[src/rtl/mpadd_seq.sv]
// Streaming multi-precision adder: word pairs arrive least-significant first, each is summed
// by a carry-select adder with the carry chained across words. Optional out_zero via MPADD_SEQ_ZERO_FLAG_EN.
module mpadd_seq #(
  parameter int BYTES = 4,
  parameter int W     = BYTES * 8
) (
  input  logic         clk,
  input  logic         rst,
  input  logic         in_valid,
  output logic         in_ready,
  input  logic [W-1:0] in_a,
  input  logic [W-1:0] in_b,
  input  logic         in_cin,
  input  logic         in_first,
  input  logic         in_last,
  output logic         out_valid,
  input  logic         out_ready,
  output logic [W-1:0] out_q,
  output logic         out_last,
  output logic         out_cout,
  output logic         err
`ifdef MPADD_SEQ_ZERO_FLAG_EN
  ,
  output logic         out_zero
`endif
);

  typedef enum logic {S_FIRST, S_MID} state_t;

  state_t         state_q, state_d;
  logic           carry_q, carry_d;
  logic           valid_q, valid_d;
  logic [W-1:0]   sum_q, sum_d;
  logic           last_q, last_d;
  logic           cout_q, cout_d;
  logic           err_q, err_d;

  logic           accept;
  logic           eff_first;
  logic           framing_err;
  logic           add_cin;
  logic [W-1:0]   add_sum;
  logic           add_cout;

  CSAdder #(.W(W)) u_add (
    .a   (in_a),
    .b   (in_b),
    .cin (add_cin),
    .sum (add_sum),
    .cout(add_cout)
  );

  assign in_ready  = !valid_q || out_ready;
  assign accept    = in_valid && in_ready;
  // A word arriving while idle always starts an operation, flagged or not.
  assign eff_first = (state_q == S_FIRST) || in_first;
  assign add_cin   = eff_first ? in_cin : carry_q;
  assign framing_err = (state_q == S_FIRST) ? !in_first : in_first;

  always_comb begin
    state_d = state_q;
    carry_d = carry_q;
    sum_d   = sum_q;
    last_d  = last_q;
    cout_d  = cout_q;
    err_d   = 1'b0;
    valid_d = out_ready ? 1'b0 : valid_q;
    if (accept) begin
      carry_d = add_cout;
      sum_d   = add_sum;
      last_d  = in_last;
      cout_d  = in_last ? add_cout : 1'b0;
      valid_d = 1'b1;
      err_d   = framing_err;
      state_d = in_last ? S_FIRST : S_MID;
    end
  end

  always_ff @(posedge clk) begin
    if (rst) begin
      state_q <= S_FIRST;
      carry_q <= 1'b0;
      valid_q <= 1'b0;
      sum_q   <= '0;
      last_q  <= 1'b0;
      cout_q  <= 1'b0;
      err_q   <= 1'b0;
    end else begin
      state_q <= state_d;
      carry_q <= carry_d;
      valid_q <= valid_d;
      sum_q   <= sum_d;
      last_q  <= last_d;
      cout_q  <= cout_d;
      err_q   <= err_d;
    end
  end

  assign out_valid = valid_q;
  assign out_q     = sum_q;
  assign out_last  = last_q;
  assign out_cout  = cout_q;
  assign err       = err_q;

`ifdef MPADD_SEQ_ZERO_FLAG_EN
  logic zacc_q, zacc_d;
  logic zero_q, zero_d;
  logic zero_run;

  // Running "all words zero so far" including the current one.
  assign zero_run = (add_sum == '0) && (eff_first || zacc_q);

  always_comb begin
    zacc_d = zacc_q;
    zero_d = zero_q;
    if (accept) begin
      zacc_d = zero_run;
      zero_d = in_last && zero_run && !add_cout;
    end
  end

  always_ff @(posedge clk) begin
    if (rst) begin
      zacc_q <= 1'b0;
      zero_q <= 1'b0;
    end else begin
      zacc_q <= zacc_d;
      zero_q <= zero_d;
    end
  end

  assign out_zero = zero_q;
`endif

endmodule

// Carry-select adder: each byte computes both carry-in sums in parallel, the incoming
// carry picks one. W is expected to be a multiple of 8.
module CSAdder #(
  parameter int W = 32
) (
  input  logic [W-1:0] a,
  input  logic [W-1:0] b,
  input  logic         cin,
  output logic [W-1:0] sum,
  output logic         cout
);

  localparam int NB = W / 8;

  logic [NB:0] c;

  assign c[0] = cin;

  for (genvar gi = 0; gi < NB; gi++) begin : g_blk
    logic [8:0] s0;
    logic [8:0] s1;
    assign s0 = {1'b0, a[gi*8 +: 8]} + {1'b0, b[gi*8 +: 8]};
    assign s1 = {1'b0, a[gi*8 +: 8]} + {1'b0, b[gi*8 +: 8]} + 9'd1;
    assign sum[gi*8 +: 8] = c[gi] ? s1[7:0] : s0[7:0];
    assign c[gi+1]        = c[gi] ? s1[8]   : s0[8];
  end

  assign cout = c[NB];

endmodule

[config.mk]
export PLATFORM = sky130hd
export DESIGN_NAME = mpadd_seq
export DESIGN_NICKNAME = d
export VERILOG_FILES = /design/src/rtl/mpadd_seq.sv
export SDC_FILE = /design/constraint.sdc
export NUM_CORES = 1
export LEC_CHECK = 0
export CORE_MARGIN = 2
export CORE_UTILIZATION = 43
export DETAILED_ROUTE_END_ITERATION = 7
export GPL_ROUTABILITY_DRIVEN = 0
export GPL_TIMING_DRIVEN = 0
export PLACE_DENSITY = 0.75
export SYNTH_ARGS = -nofsm -noshare
export SYNTH_HDL_FRONTEND = slang
export SYNTH_SLANG_ARGS = --single-unit
[constraint.sdc]
create_clock -name clk -period 4 [get_ports clk]
set_input_delay 0.8 -clock clk [delete_from_list [all_inputs] [get_ports clk]]
set_output_delay 0.8 -clock clk [all_outputs]
set_load 0.03 [all_outputs]
==> metrics.md <==
| Metric | Value |
|---|---|
| Buffers on Ports | 106 |
| Asr flop ratio synth | 0% |
| PwrDens | 297 mW/mm² |
| GRT met3 Usage | 4.01% |
| Commonest non-fill, non-tap cell in the layout | clkdlybuf4s50_1 |
| Iter 0 DRT Violations | 147 |
| Pin count of the biggest net entering global routing | 13 |
| Htree depth | 2 |
| Final setup violation count | 0 |
| Vias per Instance | 5.57 |
| Placeable core area | 0.00777 mm² |
| Fraction of layout cells with a size suffix above 1 | 17.0% |
| Peak VDD IR | 0.138 mV |
| GRT busiest layer | met2 |
| Vias in the first global route | 3431 |
| Total number of yosys warnings | 0 |
| Cell count after synthesis | 420 |
| Setup CP Type | input pin to flip-flop |
| Normalized max-slew margin | 62.7% |
| Fin. Hold Viols | 0 |
| # Max-Cap Violations | 0 |
| Ys flop type | dfxtp_1 |
| Gr usage total | 20.4% |
| Num CTS Buffers | 5 |
| Clk slew on worst S/H paths | 0.08 ns |
| Setup Skew | 0.00727 ns |
| Post-synthesis sequential area ratio | 21.9% |
| CTS Hold Buffers Added | 0 |
| Slew @ Worst Pin | 0.559 ns |
| WL final | 9.79 mm |
| Initial antenna violation count | 0 |
| FMAX | 253 MHz |
| Setup crit end kind | flip-flop |
| Fillcell total | 608 |
| Die area | 0.00882 mm² |
| Global-route wire length before repair | 14.9 mm |
| Critical path's slowest cell | or4_4 |
| Type of the most critical hold path | flip-flop to flip-flop |
| Number of I/O pins | 108 |
| CTS root buffer | clkbuf_8 |
| Clock buffer depth | 2 |
| Met1 Use GR | 23.5% |
| Area of the multi-input gates | 0.00283 mm² |
| Critical Path AT | 4.14 ns |
| Synth cell types | 64 |
| Post-Syn Nets | 532 |
| DRT Pass-1 Iters | 4 |
| Vert. Die Dim | 93.9 µm |
| Routed WL per cell | 14.8 µm |
| Required time worst endpoint | 4.19 ns |
| Crit Path Max Fanout | 4 |
| Detail Route Antenna Nets | 0 |
| Crit share post-route | 98.7% |
| CTS tree | yes |
| Post-synthesis register bit count | 38 |
| Starting Density | 44.8% |
| Post-synth EDFFs | 0 |
| Mapped Area | 0.00348 mm² |
| Commonest cells after routing, fill and taps aside | 95 x clkdlybuf4s50_1, 58 x nor2_1, 38 x dfxtp_1, 31 x nand2_1, 29 x ha_1 |
| Grt ovf | 0 |
| Syn_area_per_cell | 8.28 µm² |
| Post-DP HPWL | 7.20 mm |
| # DRC | 0 |
| Outcome | finished clean |
| Via count | 3679 |
| TritonCTS Sinks | 38 |
| Hold_ws | 0.456 ns |
| Register Area | 761 µm² |
| Critical path startpoint category | input pin |
| Chip width | 93.9 µm |
| Diodes inserted | 0 |
| Final Max Tran Viols | 0 |
| Crit-path cells | clkdlybuf4s50_1, ha_2, fa_2, a211oi_2, nor2_1, a21o_1, a21oi_2, xor2_2, or4_4, nor4_4, buf_2, nor4b_1, a211o_1 |
| Core Rows | 32 |
| Final net count | 669 |
| Final cell utilization of the core | 67.5% |
| CP peak stage delay | 0.56 ns |
| Latest clock arrival within the worst-skew pair | 0.30 ns |
| Global-route met2 utilization | 38.8% |
| Leak | 2.11 nW |
| Synth-to-layout area growth | 50.7% |
| Fin crit period | 3.95 ns |
## routing by layer
| metal | vias up | wire (µm) |
|---|---|---|
| met1 | 1698 | 3730 |
| met4 | 0 | 133 |
| met5 | - | 0 |
| met3 | 20 | 741 |
| li1 | 1811 | - |
| met2 | 150 | 5180 |
## cells by family after synthesis
| group | share of synthesized area (%) |
|---|---|
| buffers and inverters | 4.57 |
| AND/OR/NAND/NOR | 24.9 |
| multiplexers | 0.900 |
| XOR/XNOR | 11.0 |
| AO/OA/AOI/OAI | 21.2 |
| flip-flops | 21.9 |
| adder cells (fa/ha/maj) | 15.6 |
## per-stage QoR
| stage | power [mW] | setup slack, ns | setup TNS (ns) | std cells | instance area, µm² |
|---|---|---|---|---|---|
| finish | 1.56 | 0.0526 | 0 | 660 | 5240 |
| global route | 1.65 | -0.0654 | -0.216 | 660 | 5240 |
| CTS | 1.49 | 0.00487 | 0 | 646 | 4960 |
| detailed placement | 1.12 | -0.722 | -7.85 | 628 | 4670 |
| global placement | 1.11 | -0.668 | -7.26 | 628 | 4670 |
| floorplan | 0.896 | 0.0526 | 0 | 420 | 3480 |
## final timing paths
check	start	endpoint	slack, ns	depth (start not counted)
max reg2reg	state_q$_SDFFE_PP0P_	out_cout$_SDFFE_PP0P_	0.86	13
min	out_q[0]$_SDFFE_PP0P_	out_q[0]$_SDFFE_PP0P_	0.46	2
max	in_a[16]	out_q[27]$_SDFFE_PP0P_	0.05	13
min reg2reg	out_q[0]$_SDFFE_PP0P_	out_q[0]$_SDFFE_PP0P_	0.46	2
## cell type report
type	count	area share (%)
buffer	15	2.32
clock buffer	5	1.31
clock inverter	3	0.764
inverter	11	0.788
multi-input combinational	356	54.0
sequential	38	14.5
tap	102	2.44
timing repair buffer	130	23.9
## report_power, final
part | total, mW | leakage, nW | internal (mW) | switching, mW
sequential | 0.439 | 0.315 | 0.417 | 0.0224
clock | 0.329 | 0.0579 | 0.184 | 0.146
combinational | 0.788 | 1.73 | 0.372 | 0.416
## flip-flops by register name, indices dropped and copies added (netlist names)
name,cells
carry_q,1
state_q,1
out_valid,1
out_q,32
out_cout,1
err,1
out_last,1
## cells in the mapped netlist, drive strengths merged (3+ instances only)
master	number	area (µm²)
nor2	59	221
dfxtp	38	761
ha	37	463
nand2	32	123
a211oi	25	188
a21oi	25	125
xnor2	24	218
xor2	18	165
o21ai	16	91.3
nand3	15	75.1
clkbuf	13	98.9
inv	11	41.3
nor3	10	50.1
and3	8	62.6
nor4	7	65.1
nand4	6	37.5
o21bai	6	45.0
a21o	5	37.5
nand3b	5	37.5
o31ai	5	37.5
or4	5	38.8
a311oi	4	35.0
fa	4	80.1
o21a	4	37.5
nand2b	3	18.8
or3	3	18.8
## worst max-delay path: cells and delay by family
family                   cells  cell delay (ns)
AO/OA/AOI/OAI                4             0.86
XOR/XNOR                     1             0.11
adder cells (fa/ha/maj)      2             0.58
buffers and inverters        2             0.64
AND/OR/NAND/NOR              4             1.13
## repair_timing
action,in CTS,in global routing
pin swaps,18,33
gates resized for setup,22,39
cloned,0,1
buffers inserted,10,13
setup endpoints to repair,11,15
(Power assumes the default switching activity.)
